<file path="src/rtl/mnist_mlp_argmax.sv">
// Serial argmax over one packed score vector from the mnist_mlp output channel.
// Returns the winning class index and score on a valid/ready channel and counts handoffs.
module mnist_mlp_argmax #(
  parameter int N_CLASSES = 10,
  parameter int SCORE_W   = 18,
  parameter int IDX_W     = 4,
  parameter int CNT_W     = 16
) (
  input  logic                           clk,
  input  logic                           rst,
  input  logic [N_CLASSES*SCORE_W-1:0]   output1_rsc_dat,
  input  logic                           output1_rsc_vld,
  output logic                           output1_rsc_rdy,
  output logic [IDX_W-1:0]               class_idx,
  output logic [SCORE_W-1:0]             class_score,
  output logic                           class_vld,
  input  logic                           class_rdy,
  output logic [CNT_W-1:0]               class_cnt
);

  localparam logic [1:0] IDLE = 2'd0;
  localparam logic [1:0] SCAN = 2'd1;
  localparam logic [1:0] DONE = 2'd2;

  logic [1:0]                state_r;
  logic signed [SCORE_W-1:0] scores_r [N_CLASSES];
  logic [IDX_W-1:0]          ptr_r;
  logic [IDX_W-1:0]          best_idx_r;
  logic signed [SCORE_W-1:0] best_r;
  logic                      rdy_r;
  logic                      vld_r;
  logic [CNT_W-1:0]          cnt_r;

  logic signed [SCORE_W-1:0] cand_s;
  logic                      cand_gt_s;
  logic                      last_s;
  logic                      accept_s;
  logic                      handoff_s;

  // Candidate selection and handshake decode; strict compare keeps the lowest index on ties.
  always_comb begin
    cand_s    = scores_r[ptr_r];
    cand_gt_s = (cand_s > best_r);
    last_s    = (ptr_r == IDX_W'(N_CLASSES - 1));
    accept_s  = output1_rsc_vld & rdy_r;
    handoff_s = vld_r & class_rdy;
  end

  // Scan FSM, result registers and handoff counter.
  always_ff @(posedge clk) begin
    if (rst) begin
      state_r    <= IDLE;
      ptr_r      <= IDX_W'(0);
      best_idx_r <= IDX_W'(0);
      best_r     <= SCORE_W'(0);
      rdy_r      <= 1'b1;
      vld_r      <= 1'b0;
      cnt_r      <= CNT_W'(0);
      for (int i = 0; i < N_CLASSES; i++) begin
        scores_r[i] <= SCORE_W'(0);
      end
    end else begin
      case (state_r)
        IDLE: begin
          if (accept_s) begin
            for (int i = 0; i < N_CLASSES; i++) begin
              scores_r[i] <= output1_rsc_dat[i*SCORE_W +: SCORE_W];
            end
            best_r     <= output1_rsc_dat[SCORE_W-1:0];
            best_idx_r <= IDX_W'(0);
            ptr_r      <= IDX_W'(1);
            rdy_r      <= 1'b0;
            if (N_CLASSES == 1) begin
              state_r <= DONE;
              vld_r   <= 1'b1;
            end else begin
              state_r <= SCAN;
            end
          end
        end
        SCAN: begin
          if (cand_gt_s) begin
            best_r     <= cand_s;
            best_idx_r <= ptr_r;
          end
          ptr_r <= ptr_r + IDX_W'(1);
          if (last_s) begin
            state_r <= DONE;
            vld_r   <= 1'b1;
          end
        end
        DONE: begin
          // Result registers stay frozen here until the downstream takes them.
          if (handoff_s) begin
            vld_r   <= 1'b0;
            rdy_r   <= 1'b1;
            cnt_r   <= cnt_r + CNT_W'(1);
            state_r <= IDLE;
          end
        end
        default: begin
          state_r <= IDLE;
          rdy_r   <= 1'b1;
          vld_r   <= 1'b0;
        end
      endcase
    end
  end

  assign output1_rsc_rdy = rdy_r;
  assign class_vld       = vld_r;
  assign class_idx       = best_idx_r;
  assign class_score     = best_r;
  assign class_cnt       = cnt_r;

endmodule

</file>
<file path="config.mk">
export PLATFORM = sky130hd
export DESIGN_NAME = mnist_mlp_argmax
export DESIGN_NICKNAME = d
export VERILOG_FILES = /design/src/rtl/mnist_mlp_argmax.sv
export SDC_FILE = /design/constraint.sdc
export NUM_CORES = 1
export LEC_CHECK = 0
export ABC_AREA = 1
export BUFFER_PORTS_ARGS = -buffer_cell sky130_fd_sc_hd__buf_4
export CORE_ASPECT_RATIO = 0.7
export CORE_MARGIN = 1.5
export CORE_UTILIZATION = 32
export CTS_BUF_LIST = sky130_fd_sc_hd__clkbuf_16
export DETAILED_ROUTE_END_ITERATION = 8
export GPL_TIMING_DRIVEN = 1
export MAX_ROUTING_LAYER = met4
export SLEW_MARGIN = 25
export SYNTH_ARGS = -nofsm -noshare
export SYNTH_HDL_FRONTEND = slang
export SYNTH_SLANG_ARGS = --single-unit
</file>
<file path="constraint.sdc">
create_clock -name clk -period 5.75 [get_ports clk]
set_input_delay 1.15 -clock clk [delete_from_list [all_inputs] [get_ports clk]]
set_output_delay 1.15 -clock clk [all_outputs]
set_load 0.01 [all_outputs]
</file>
==> qor.yml <==
clock_tree:
  path_clk_slew_ns: 0.06
  tritoncts.num_buffers: 26
  clock_sinks: 230
  cts_root_buffer: "clkbuf_16"
  clk_path_buf_depth: 3
  cts_setup_buffers: 0
  holdBufCountCts: 0
  worst_skew_pair.late_latency_ns: 0.55
  postCtsResizedCells: 0
  ctsHtreeMaxLevel: 1
  cts_tree: "done"
synth:
  synth_enable_flop_cells: 180
  asyncSetResetFlopFracSynth: 0
  number_of_warnings_printed_during_yosys_synthesis: 0
  synth_seq_cells: 230
  synth.distinct_cells: 37
  syn_area_per_cell_um2: 8.62
  post_synth_inst_count: 1340
  synth_top_area_share: 0.468
  synth_top_cells_by_area: "edfxtp_1 47%, inv_1 10%, dfxtp_1 8.7%"
  synth_nets: 1545
  yosys.area.top_type: "edfxtp_1"
  post_synth_instance_area_um2: 11600
  ys.flop_type: "edfxtp_1"
  synth.yosys.seq_area_share: 0.554
timing:
  hold_viol: 0
  timing.slew.headroom: 0.464
  maxSlewViolCount: 0
  grt_setup_unrepaired: "no"
  worst_pin_slew_ns: 0.805
  fin_crit_ns: 3.91
  setup_ws_ns: 1.84
  fin_worst_hold_slack_ns: 0.485
  clock_skew_ns: 0.0257
  layout_worst_path_cycle_share: 0.680
  report.final.setup_viol: 0
  final.setup.tns_ns: 0
  achievable-frequency_mhz: 256
placed_design:
  standard_cell_area_after_detailed_placement_um2: 13600
  dp.cells: 1986
  pre_cts_ws_ns: 1.96
  gp_congestion: 0.919
  detailed_place_hpwl_mm: 25.0
  port_buffers: 223
global_routing:
  grt_max_degree: 104
  number_of_antenna_violations_at_the_first_check_in_global_routing: 2
  globalRoute.totalOverflow: 0
  grt_pass1_wl_mm: 52.0
  grt_util_all_layers: 0.189
  via_count_of_the_first_global_routing_pass: 8869
die:
  top_level_ports: 224
  chipHeight_um: 162
  rows: 58
  design.die.area_um2: 37300
  design.core.area_um2: 35800
  floorplan.initialDensity: 0.323
  die_width_um: 230
final_layout:
  layout.cells.non_filler: 2035
  final_layout_size_suffix_gt1_frac: 0.191
  finish.instance_area_um2: 14400
  filler_cell_count: 3644
  area.growth.synth_to_final_pct: 24.8
  mostFrequentLayoutCell: "inv_1"
  layout_common_cells: "309 x inv_1, 233 x buf_4, 225 x nor2_1"
  nets: 1739
  final_core_utilization: 0.403
drt:
  drt_iter0_markers: 908
  avgRoutedWirePerCell_um: 16.8
  wirelength_mm: 34.3
  post-route-drc-count: 0
  num_vias: 9277
  detail-route-antenna-nets: 0
  via_per_inst: 4.56
  drt_first_pass_iters: 5
setup_path:
  rr_endpoint: "class_idx[3]"
  timing.reg2reg.worst_path_depth: 15
  crit_path_arrival_time_ns: 4.34
  rrSetupSlack_ns: 1.84
  critPathCaptureType: "register"
  worst-path-max-fanout: 81
  setup.worst_path.start_class: "register"
  timing.setup.critical_path_class: "reg2reg"
  timing.critical_path.slowest_stage_cell: "dfxtp_4"
  crit_chain: "buf_12, mux2i_1, o21ai_1, ha_1, nand2_1, nor2_1, nand3_1, nor2_1, nor2_1, nand3_1, nand3_4, nand2_1, nand2_1, nand2_1, nor2_1"
  worst_ep_required_time_ns: 6.19
  crit_path_max_incr_delay_ns: 0.84
power_and_ir_drop:
  power_density_nw_per_um2: 379
  max-vdd-ir-drop_mv: 0.206
  leak_nw: 6.79
  power_mw: 5.46
outcome:
  run_status: "completed"
job:
  max_cap_viols: 0
hold_path:
  timing.hold.worst.class: "reg2reg"
  worst_hold_stages: 2
  min_from: "output1_rsc_rdy"
  hold_end: "output1_rsc_rdy"
-- cell usage after synthesis, types with 4 or more instances --
master and n:
inv_1 308, nor2_1 225, edfxtp_1 180, nand2_1 170, nand3_1 81, a21oi_1 78, dfxtp_1 50, o21ai_0 47
o211ai_1 38, buf_2 32, ha_1 21, clkbuf_1 20, o21ai_1 18, mux2i_1 17, buf_6 8, nand4_1 7
buf_4 5, xor2_1 4
-- registers in the layout (all words and copies together) (netlist names), named ones only --
register	flops
scores_r	180
class_cnt	16
class_vld	1
ptr_r	4
output1_rsc_rdy	1
class_score	18
state_r	2
class_idx	4
-- worst max-delay path, delay by kind of cell (launching register included) --
| kind | cells | cell delay (ns) |
|---|---|---|
| fa+ha+maj | 1 | 0.35 |
| buf+inv | 1 | 0.35 |
| compound gates | 1 | 0.22 |
| simple gates | 11 | 1.39 |
| flops | 1 | 0.84 |
| mux | 1 | 0.55 |
-- power breakdown --
part           internal, mW  switching (mW)  leakage, nW
clock                 0.927           0.720        0.407
combinational         0.553           0.964         4.05
sequential             2.14           0.155         2.33
total                  3.62            1.84         6.79
-- logic make-up (layout without fill, tap and decap cells) --
| logic type | after synthesis | count (layout) | synth area share |
|---|---|---|---|
| and+or+nand+nor | 498 | 498 | 0.179 |
| buffers and inverters | 381 | 594 | 0.134 |
| DFF | 230 | 230 | 0.554 |
| AOI/OAI and AO/OA | 189 | 189 | 0.0916 |
| adders and majority gates | 21 | 21 | 0.0227 |
| muxes | 17 | 17 | 0.0147 |
| xor gates and xnor gates | 4 | 4 | 0.00303 |
| other | 0 | 2 | 0 |
-- how the worst max path moves through the flow --
stage,start,endpoint
6_report,register,class_idx[3]
3_3_place_gp,register,class_idx[3]
4_1_cts,register,class_idx[3]
2_1_floorplan,output1_rsc_vld,scores_r[0][0]
3_5_place_dp,register,class_idx[3]
5_1_grt,register,class_idx[3]
-- layout make-up --
class,count,area (µm²),share of cell area
antenna,2,5.00,0.000347
clock buffer,26,651,0.0451
clock inverter,21,190,0.0132
inverter,313,1180,0.0815
multi-input combinational,729,3620,0.251
sequential,230,6410,0.444
tap,480,601,0.0416
timing repair buffer,234,1770,0.123
-- layer usage --
layer,GRT usage,wire length [µm],vias up,part of all wire
met4,0.0374,624,0,0.018
li1,-,-,4620,-
met5,-,0,-,0
met2,0.254,13800,342,0.40
met3,0.0409,2760,43,0.081
met1,0.286,17000,4272,0.50
(Power assumes the default switching activity.)
